`config.mk`:
```
export PLATFORM = sky130hd
export DESIGN_NAME = keyboard_fifo
export DESIGN_NICKNAME = d
export VERILOG_FILES = /design/src/rtl/keyboard_fifo.sv
export SDC_FILE = /design/constraint.sdc
export NUM_CORES = 1
export LEC_CHECK = 0
export ABC_CLOCK_PERIOD_IN_PS = 12450
export CAP_MARGIN = 10
export CELL_PAD_IN_SITES_DETAIL_PLACEMENT = 1
export CELL_PAD_IN_SITES_GLOBAL_PLACEMENT = 1
export CORE_ASPECT_RATIO = 1.2
export CORE_UTILIZATION = 45
export CTS_CLUSTER_SIZE = 16
export DETAILED_ROUTE_END_ITERATION = 8
export DONT_BUFFER_PORTS = 1
export HOLD_SLACK_MARGIN = 0.02
export PLACE_DENSITY = 0.77
export RECOVER_POWER = 100
export SLEW_MARGIN = 20
export SYNTH_ARGS = -nofsm -noshare
export SYNTH_HDL_FRONTEND = slang
export SYNTH_SLANG_ARGS = --single-unit
export TNS_END_PERCENT = 20
```
`constraint.sdc`:
```
create_clock -name clk -period 12.45 [get_ports clk]
set_input_delay 1.245 -clock clk [delete_from_list [all_inputs] [get_ports clk]]
set_output_delay 1.245 -clock clk [all_outputs]
set_load 0.01 [all_outputs]
```
`src/rtl/keyboard_fifo.sv`:
```
// keyboard_fifo: synchronises a multi-hot key vector, priority-encodes it
// (highest index wins), debounces presses and releases, optionally generates
// typematic repeats, and queues the resulting codes in a first-word
// fall-through FIFO.
//
// Handshake: char/char_valid are registered and describe the FIFO head.
// A transfer (pop) happens on a rising edge where char_valid & char_ready are
// both 1; char_ready is ignored while char_valid is 0. char_valid never drops
// without a pop or a reset.
module keyboard_fifo #(
  parameter int NKEYS        = 256,
  parameter int CODE_W       = 8,
  parameter int DEBOUNCE     = 4,
  parameter int DEPTH        = 8,
  parameter int REPEAT_EN    = 1,
  parameter int REPEAT_DELAY = 500,
  parameter int REPEAT_RATE  = 50
) (
  input  logic                     clk,
  input  logic                     rst,
  input  logic [NKEYS-1:0]         keys,
  output logic [CODE_W-1:0]        char,
  output logic                     char_valid,
  input  logic                     char_ready,
  output logic                     PAK,
  output logic                     key_down,
  output logic [$clog2(DEPTH):0]   count,
  output logic                     overflow,
  input  logic                     ovf_clr,
  output logic [1:0]               dbg_state_o
);

  typedef enum logic [1:0] {IDLE, PRESS_DB, HELD, REL_DB} state_e;

  localparam int MAXC = (DEBOUNCE > REPEAT_DELAY)
                        ? ((DEBOUNCE > REPEAT_RATE) ? DEBOUNCE : REPEAT_RATE)
                        : ((REPEAT_DELAY > REPEAT_RATE) ? REPEAT_DELAY : REPEAT_RATE);
  localparam int CW = $clog2(MAXC + 1);
  localparam int AW = $clog2(DEPTH);

  localparam logic [CW-1:0] ONE_C   = CW'(1);
  localparam logic [CW-1:0] DB_C    = CW'(DEBOUNCE);
  localparam logic [CW-1:0] DELAY_C = CW'(REPEAT_DELAY);
  localparam logic [CW-1:0] RATE_C  = CW'(REPEAT_RATE);
  localparam logic [AW:0]   FULL_C  = (AW+1)'(DEPTH);

  logic [NKEYS-1:0]  s1_q, ks_q;
  logic [CODE_W-1:0] cur;
  logic              any;
  logic              pak_q;

  state_e            state_q, state_d;
  logic [CW-1:0]     cnt_q, cnt_d;
  logic [CODE_W-1:0] cand_q, cand_d;
  logic              rep_q, rep_d;   // first repeat of this hold already issued
  logic              push;

  logic [CODE_W-1:0] mem_q [DEPTH];
  logic [AW-1:0]     wr_q, wr_d, rd_q, rd_d;
  logic [AW:0]       count_q, count_d;
  logic [CODE_W-1:0] char_q, char_d;
  logic              valid_q, valid_d;
  logic              ovf_q, ovf_d;
  logic              pop, full, wr_en, drop;

  // Two-flop synchroniser; left out of reset so a key held across reset is
  // seen again immediately and only has to re-debounce.
  always_ff @(posedge clk) begin
    s1_q <= keys;
    ks_q <= s1_q;
  end

  // Highest set bit of the synchronised vector wins.
  always_comb begin
    cur = '0;
    for (int i = 0; i < NKEYS; i++) begin
      if (ks_q[i]) cur = CODE_W'(i);
    end
  end

  assign any = |ks_q;

  // Press-any-key flag, registered in parallel with the second sync stage.
  always_ff @(posedge clk) begin
    if (rst) pak_q <= 1'b0;
    else     pak_q <= |s1_q;
  end

  // Debounce/repeat state register.
  always_ff @(posedge clk) begin
    if (rst) begin
      state_q <= IDLE;
      cnt_q   <= '0;
      cand_q  <= '0;
      rep_q   <= 1'b0;
    end else begin
      state_q <= state_d;
      cnt_q   <= cnt_d;
      cand_q  <= cand_d;
      rep_q   <= rep_d;
    end
  end

  // Next-state logic: one shared counter times debounce and repeat intervals.
  always_comb begin
    state_d = state_q;
    cnt_d   = cnt_q;
    cand_d  = cand_q;
    rep_d   = rep_q;
    push    = 1'b0;
    unique case (state_q)
      IDLE: begin
        if (any) begin
          state_d = PRESS_DB;
          cand_d  = cur;
          cnt_d   = ONE_C;
        end
      end
      PRESS_DB: begin
        if (!any) begin
          state_d = IDLE;
        end else if (cur != cand_q) begin
          cand_d = cur;
          cnt_d  = ONE_C;
        end else if (cnt_q == DB_C) begin
          push    = 1'b1;
          state_d = HELD;
          cnt_d   = ONE_C;
          rep_d   = 1'b0;
        end else begin
          cnt_d = cnt_q + ONE_C;
        end
      end
      HELD: begin
        if (!any) begin
          state_d = REL_DB;
          cnt_d   = ONE_C;
        end else if (cur != cand_q) begin
          state_d = PRESS_DB;
          cand_d  = cur;
          cnt_d   = ONE_C;
        end else if (REPEAT_EN != 0) begin
          if (cnt_q == (rep_q ? RATE_C : DELAY_C)) begin
            push  = 1'b1;
            cnt_d = ONE_C;
            rep_d = 1'b1;
          end else begin
            cnt_d = cnt_q + ONE_C;
          end
        end
      end
      REL_DB: begin
        if (any) begin
          if (cur == cand_q) begin
            state_d = HELD;
            cnt_d   = ONE_C;
            rep_d   = 1'b0;
          end else begin
            state_d = PRESS_DB;
            cand_d  = cur;
            cnt_d   = ONE_C;
          end
        end else if (cnt_q == DB_C) begin
          state_d = IDLE;
        end else begin
          cnt_d = cnt_q + ONE_C;
        end
      end
      default: state_d = IDLE;
    endcase
  end

  // FIFO control: a full FIFO still accepts a push when the head leaves in
  // the same cycle; otherwise the event is dropped.
  always_comb begin
    pop     = valid_q & char_ready;
    full    = (count_q == FULL_C);
    wr_en   = push & (~full | pop);
    drop    = push & full & ~pop;
    wr_d    = wr_q + AW'(wr_en);
    rd_d    = rd_q + AW'(pop);
    count_d = count_q + (AW+1)'(wr_en) - (AW+1)'(pop);
    valid_d = (count_d != '0);
    if (count_d == '0) begin
      char_d = '0;
    end else if (wr_en && ((count_q - (AW+1)'(pop)) == '0)) begin
      char_d = cand_q;      // the entry being written becomes the head
    end else begin
      char_d = mem_q[rd_d];
    end
    if (drop)         ovf_d = 1'b1;
    else if (ovf_clr) ovf_d = 1'b0;
    else              ovf_d = ovf_q;
  end

  // Storage array; contents are don't-care while not covered by count.
  always_ff @(posedge clk) begin
    if (wr_en) mem_q[wr_q] <= cand_q;
  end

  // FIFO pointers, occupancy, registered head and sticky overflow.
  always_ff @(posedge clk) begin
    if (rst) begin
      wr_q    <= '0;
      rd_q    <= '0;
      count_q <= '0;
      char_q  <= '0;
      valid_q <= 1'b0;
      ovf_q   <= 1'b0;
    end else begin
      wr_q    <= wr_d;
      rd_q    <= rd_d;
      count_q <= count_d;
      char_q  <= char_d;
      valid_q <= valid_d;
      ovf_q   <= ovf_d;
    end
  end

  assign char        = char_q;
  assign char_valid  = valid_q;
  assign count       = count_q;
  assign overflow    = ovf_q;
  assign PAK         = pak_q;
  assign key_down    = (state_q == HELD) || (state_q == REL_DB);
  assign dbg_state_o = state_q;

endmodule
```
==> flow_summary_export.csv, run 1 <==
group,metric,value,unit
worst_setup_path,cp_cell_sequence,"nor4_1 -> nand3_1 -> nor3_1 -> o21ai_0 -> a211oi_1 -> o21a_1 -> o2111ai_1 -> or3_1 -> nor4_1 -> nand2b_1 -> o21ai_0 -> ha_1 -> inv_1 -> fa_1 -> xnor2_1 -> nor2_1 -> nor4_1 -> inv_1 -> a41o_1",
power,seqPwrFrac,50.7,%
clock_network,cts_made_buffers,56,
power,clockPowerShare,41.2,%
detailed_routing,via_per_inst,5.867,
outcome,violations,"capacitance limit, slew limit",
die,die_height,229.4,um
sta,slew_headroom,-51.24,%
place,dp_slack,5.652,ns
layout,nets,1938,
die,initial_core_util,45.98,%
clock_network,cts_setup_buffers,0,
sta,period_needed,7.841,ns
detailed_routing,ant_nets,0,
worst_setup_path,cpMostUsedCell,"nor4_1",
worst_setup_path,cpMaxStageDelayCell,"nor4_1",
clock_network,cts-hold-fix-buffers,0,
min_path,hold_class,"flop to flop",
yosys,netlist.top_cell.by_area,"dfxtp_1",
sta,finalSetupTns,0,ns
power,powerDensity,201.9,nW/um^2
yosys,synth_area_leaders,"dfxtp_1, edfxtp_1, nor4_1",
worst_setup_path,worstSetupEndpointType,"flop",
worst_setup_path,critPathBufInv,2,
grt,grt_max_degree,35,
power,power.internal,3.362,mW
detailed_routing,wl_per_cell,23.81,um
yosys,synth_edf_count,64,
place,port_buffers,0,
place,post-dp-hpwl,40190,um
yosys,yosys.area_share.adder,1.200,%
yosys,synth_compound_area_share,10.94,%
worst_setup_path,crit_family,"simple AND/OR/NAND/NOR gates",
worst_setup_path,critPathKind,"flop to flop",
detailed_routing,num_vias,13220,
clock_network,clock-sinks,617,
worst_setup_path,r2r-start,"ks_q[128]",
detailed_routing,drt_pass1_iterations,5,
sta,final_hold_viol_count,0,
yosys,ys_seq_area_share,67.01,%
run,cap_violations,4,
min_path,worstHoldStart,"s1_q[226]",
yosys,syn_avg_cell_area,12.04,um^2
worst_setup_path,crit_arrival,8.32,ns
yosys,syn-num-nets,1889,
yosys,synth_cells,1611,
clock_network,cts_root_buffer,"clkbuf_16",
die,die-area,43930,um^2
die,core_area,42170,um^2
clock_network,htreeDepth,2,
sta,fin_ws,4.609,ns
detailed_routing,routed_wl,53650,um
worst_setup_path,crit_start,"ks_q[128]",
outcome,outcome,"finished, violations left",
die,ios,278,
place,gp_congestion,0.9058,
worst_setup_path,critPathMaxStageDelay,1.52,ns
grt,grtUsageTotal,24.42,%
sta,tightest_slew,2.237,ns
grt,grt_first_pass_wirelength,82180,um
yosys,async_flop_share,0,%
worst_setup_path,cp-start-kind,"flop",
yosys,synth_cell_types,79,
clock_network,cts_buffer_depth,3,
worst_setup_path,cp_max_fo,14,
sta,setup_viol,0,
yosys,netlist_area,19390,um^2
yosys,yosys_register_bits,617,
yosys,yosys.area_share.simple,16.16,%
yosys,synth.most_common_cell,"dfxtp_1",
layout,utilization,52.10,%
layout,drive_above_1_share,8.568,%
detailed_routing,drt_iter0_markers,737,
yosys,ys.flop_type,"dfxtp_1",
yosys,synth_top_area_share,57.09,%
layout,syn2layout_area_growth,13.31,%
clock_network,clk_pin_slew,0.07,ns
power,vdd_drop_max,0.0001589,V
yosys,ys_warn_count,0,
sta,fmax,0.1275,GHz
yosys,synth_mux_area_share,2.381,%
power,switching_share,24.20,%
sta,rsz0062_at_grt,"false",
place,post_dp_cell_area,20080,um^2
power,switching_power,1.073,mW
yosys,ys_top_cells_by_count,"dfxtp_1, nor4_1, nor2_1",
worst_setup_path,crit_required,12.93,ns
sta,whs,0.3497,ns
sta,finalCritPeriodShare,62.98,%
grt,antenna_found_initial,5,
layout,design_area,21970,um^2
sta,fin_skew,0.02163,ns
clock_network,clkLatencyLatePin,0.60,ns
yosys,synth_top_family_by_area,"simple AND/OR/NAND/NOR gates",
grt,grt_pass1_vias,14350,
clock_network,tritoncts,"built",
power,power_frac_comb,8.1,%
die,die_w,191.5,um
power,p_leak,7.985,nW
sta,slew_violations,42,
grt,globalRouteOverflowTotal,0,
clock_network,cts_resized,0,
die,rows,82,
yosys,yosys.area_share.xor_xnor,0.4969,%
detailed_routing,drc_errors,0,
-- cell usage in the layout (no fill, tap or decap), drive strengths merged, types with 12 or more instances in the layout --
cell	instances
dfxtp	553
nor4	158
nor2	123
clkbuf	79
a21oi	77
inv	77
edfxtp	64
nor3	55
nand2	54
o21ai	50
nand4	33
o31ai	24
or4	23
a211oi	21
nand3	20
o211ai	19
nor2b	19
ha	17
mux4	16
nand2b	13
clkinv	12
-- metal layers --
| metal | vias to the layer above | wire length [um] | share of wire, % | track usage, % |
|---|---|---|---|---|
| li1 | 6151 | - | - | - |
| met1 | 6532 | 20880 | 39 | 27.03 |
| met2 | 387 | 27990 | 52 | 44.62 |
| met3 | 143 | 2432 | 4.5 | 4.781 |
| met4 | 6 | 2310 | 4.3 | 10.84 |
| met5 | - | 28 | 0.052 | 0 |
-- worst register-to-register path: stages (launching register included) --
cell       delay, ns
dfxtp_1         0.37
nor4_1          0.53
nand3_1         0.37
nor3_1          0.60
o21ai_0         0.24
a211oi_1        0.48
o21a_1          0.19
o2111ai_1       0.20
or3_1           0.51
nor4_1          0.54
nand2b_1        0.34
o21ai_0         0.25
ha_1            0.19
inv_1           0.06
fa_1            0.40
xnor2_1         0.18
nor2_1          0.08
nor4_1          1.52
inv_1           0.31
a41o_1          0.35
-- sequential cells by signal, summed over array words and instances (netlist names) --
signal	count
rep_q	1
cand_q	8
char	8
PAK	1
count	4
overflow	1
wr_q	3
s1_q	256
mem_q	64
char_valid	1
ks_q	256
dbg_state_o	2
cnt_q	9
rd_q	3
-- final cells by class --
| class | instances | area, um^2 |
|---|---|---|
| Clock buffer | 73 | 1610 |
| Timing Repair Buffer | 9 | 45.04 |
| Antenna cell | 3 | 7.507 |
| Multi-Input combinational cell | 905 | 5978 |
| Tap cell | 546 | 683.2 |
| Fill cell | 4335 | 20200 |
| Clock inverter | 29 | 386.6 |
| Sequential cell | 617 | 12990 |
| Inverter | 71 | 266.5 |
-- final timing paths --
check	to	cells past startpoint	slack [ns]
max	char[7]	19	4.61
max reg2reg	char[7]	19	4.61
min	ks_q[226]	0	0.35
min reg2reg	ks_q[226]	0	0.35
-- metrics by stage --
stage | std cells | power, mW
2_1_floorplan | 1611 | 2.520
3_3_place_gp | 2148 | 2.627
3_5_place_dp | 2148 | 2.650
4_1_cts | 2250 | 4.469
5_1_grt | 2251 | 4.598
6_report | 2253 | 4.436
-- cells by family after synthesis --
kind of cell	Yosys count
AOI/OAI and AO/OA	304
xor gates and xnor gates	11
adders and majority gates	18
buffers and inverters	89
DFF	617
muxes	26
and+or+nand+nor	546
-- power by group through the flow --
stage / registers, mW / logic, mW / clock network (mW)
floorplan: 2.24 / 0.278 / 0
global placement: 2.28 / 0.344 / 0
detailed placement: 2.29 / 0.361 / 0
CTS: 2.25 / 0.364 / 1.86
global route: 2.26 / 0.397 / 1.94
finish: 2.25 / 0.359 / 1.83
No activity file was read; power rests on OpenSTA's default activity.
==> run 2, diff against run 1 <==
ABC_CLOCK_PERIOD_IN_PS = 6800   (was 12450)
PLACE_DENSITY = 0.8   (was 0.77)
clock period = 6.8 ns   (was 12.45 ns; I/O delays follow)
==> flow_summary_export.csv, run 2 (synthesis results as in run 1) <==
group,metric,value,unit
layout,drive_above_1_share,8.953,%
power,power_frac_comb,8.3,%
layout,final_cell_mix,"dfxtp_1, nor4_1, nor2_1, a21oi_1, inv_1",
detailed_routing,drt_pass1_iterations,5,
detailed_routing,via_per_inst,5.965,
min_path,holdPathStages,0,
worst_setup_path,crit_family,"simple AND/OR/NAND/NOR gates",
die,initial_core_util,45.98,%
clock_network,cts_resized,0,
worst_setup_path,critPathMaxStageDelay,0.69,ns
sta,finalCritPeriodShare,89.77,%
sta,rsz0062_at_grt,"false",
detailed_routing,num_vias,13470,
detailed_routing,wl_per_cell,25.40,um
layout,top_regs,"ks_q: 256 flops, s1_q: 256 flops, mem_q: 64 flops",
clock_network,cts_root_buffer,"clkbuf_16",
power,switching_power,2.028,mW
power,clockPowerShare,41.0,%
clock_network,clock-sinks,617,
worst_setup_path,r2r-start,"ks_q[104]",
clock_network,cts_made_buffers,55,
worst_setup_path,cpMaxStageDelayCell,"nor4_1",
power,power.internal,6.104,mW
clock_network,clk_pin_slew,0.07,ns
run,cap_violations,0,
worst_setup_path,worstSetupEndpointType,"flop",
sta,tightest_slew,1.363,ns
detailed_routing,drt_iter0_markers,844,
die,die-area,43930,um^2
clock_network,htreeDepth,2,
worst_setup_path,crit_required,7.29,ns
layout,fillers,4281,
place,dp_slack,0.6691,ns
layout,syn2layout_area_growth,13.38,%
grt,grtUsageTotal,26.01,%
worst_setup_path,cp_max_fo,14,
power,power,8.132,mW
sta,finalSetupTns,0,ns
die,rows,82,
clock_network,cts_setup_buffers,0,
sta,fmax,0.1638,GHz
min_path,hold_class,"input pin to flop",
grt,globalRouteOverflowTotal,0,
sta,slew_headroom,8.160,%
power,seqPwrFrac,50.7,%
sta,period_needed,6.105,ns
layout,nets,1941,
sta,slew_violations,0,
worst_setup_path,r2r_cells,20,
worst_setup_path,cp-start-kind,"flop",
clock_network,clkLatencyLatePin,0.61,ns
clock_network,cts_buffer_depth,3,
place,gp_congestion,0.8834,
worst_setup_path,r2r_slack,0.70,ns
power,powerDensity,369.9,nW/um^2
min_path,worstHoldStart,"keys[180]",
worst_setup_path,critPathBufInv,3,
die,die_w,191.5,um
die,core_area,42170,um^2
die,ios,278,
sta,fin_skew,0.02093,ns
worst_setup_path,cp_cell_sequence,"nor4_1 -> nand4_1 -> or2_0 -> nor3_1 -> xnor2_1 -> o31ai_1 -> o221ai_1 -> or3_1 -> nor4_4 -> nand2b_1 -> o21ai_0 -> ha_1 -> inv_1 -> fa_1 -> xnor2_1 -> nor2_1 -> nor4_1 -> buf_4 -> inv_1 -> a41o_1",
clock_network,cts-hold-fix-buffers,0,
detailed_routing,routed_wl,57360,um
worst_setup_path,timing.rr.end,"char[7]",
die,die_height,229.4,um
grt,grt_pass1_vias,14930,
power,p_leak,7.991,nW
worst_setup_path,critPathKind,"flop to flop",
power,vdd_drop_max,0.0003084,V
worst_setup_path,crit_arrival,6.60,ns
place,port_buffers,0,
min_path,hold_end,"s1_q[180]",
place,post-dp-hpwl,41350,um
layout,final_common_cell,"dfxtp_1",
sta,fin_ws,0.6955,ns
sta,setup_viol,0,
grt,grt_first_pass_wirelength,86470,um
grt,grt_max_degree,35,
sta,final_hold_viol_count,0,
detailed_routing,ant_nets,0,
grt,antenna_found_initial,6,
outcome,outcome,"complete, no violations",
power,switching_share,24.93,%
clock_network,tritoncts,"built",
detailed_routing,drc_errors,0,
==> run 2: cell count changes in the layout (fill, tap and decap cells not counted), sizes merged <==
cell | before | now
clkinv | 12 | 14
buf | 3 | 5
inv | 77 | 78
bufinv | 8 | 6
clkinvlp | 3 | 5
==> run 2: layout make-up <==
cell class	count	area, um^2	share of cell area (%)
Clock inverter	32	356.6	1.622
Timing Repair Buffer	13	67.56	0.3073
Inverter	71	266.5	1.212
Multi-Input combinational cell	905	5989	27.24
Tap cell	546	683.2	3.107
Antenna cell	3	7.507	0.03415
Sequential cell	617	12990	59.10
Clock buffer	71	1622	7.376
==> run 2: worst max-delay path by stage <==
| stage | startpoint | cells after the start | end | slack, ns |
|---|---|---|---|---|
| after floorplan | ks_q[18] | 22 | char[1] | 1.69 |
| after global placement | ks_q[236] | 19 | char[7] | 0.89 |
| after detailed placement | ks_q[20] | 20 | char[0] | 0.67 |
| after CTS | ks_q[15] | 19 | char[7] | 0.52 |
| after global routing | ks_q[104] | 20 | char[0] | 0.20 |
| final | ks_q[104] | 20 | char[7] | 0.70 |
==> run 2: per-layer routing <==
layer	track usage (%)	vias to the layer above	routed length (um)
met5	0	-	56
met4	14.38	8	3171
met3	6.053	173	3218
met2	47.81	488	30360
met1	26.77	6627	20550
li1	-	6172	-
==> run 2: through the flow <==
| step | cell area, um^2 | std cells | hold WS (ns) | util, % |
|---|---|---|---|---|
| after floorplan | 19390 | 1611 | 0.3311 | - |
| after global placement | 20100 | 2152 | 0.3385 | 47.68 |
| after detailed placement | 20100 | 2152 | 0.3386 | 47.68 |
| after CTS | 22080 | 2255 | 0.06413 | 52.37 |
| after global routing | 21980 | 2256 | 0.06535 | 52.12 |
| final | 21980 | 2258 | 0.08597 | 52.14 |
==> run 2: power groups by stage <==
stage | Sequential (mW) | Combinational (mW) | Clock (mW)
detailed placement | 4.19 | 0.669 | 0
finish | 4.13 | 0.674 | 3.33
global route | 4.15 | 0.736 | 3.53
global placement | 4.18 | 0.632 | 0
CTS | 4.12 | 0.680 | 3.38
floorplan | 4.11 | 0.509 | 0
==> run 3, diff against run 2 <==
TNS_END_PERCENT = unset   (was 20)
==> results of run 3 <==
Same layout as run 2: the final DEF is identical, and so are final timing and power.
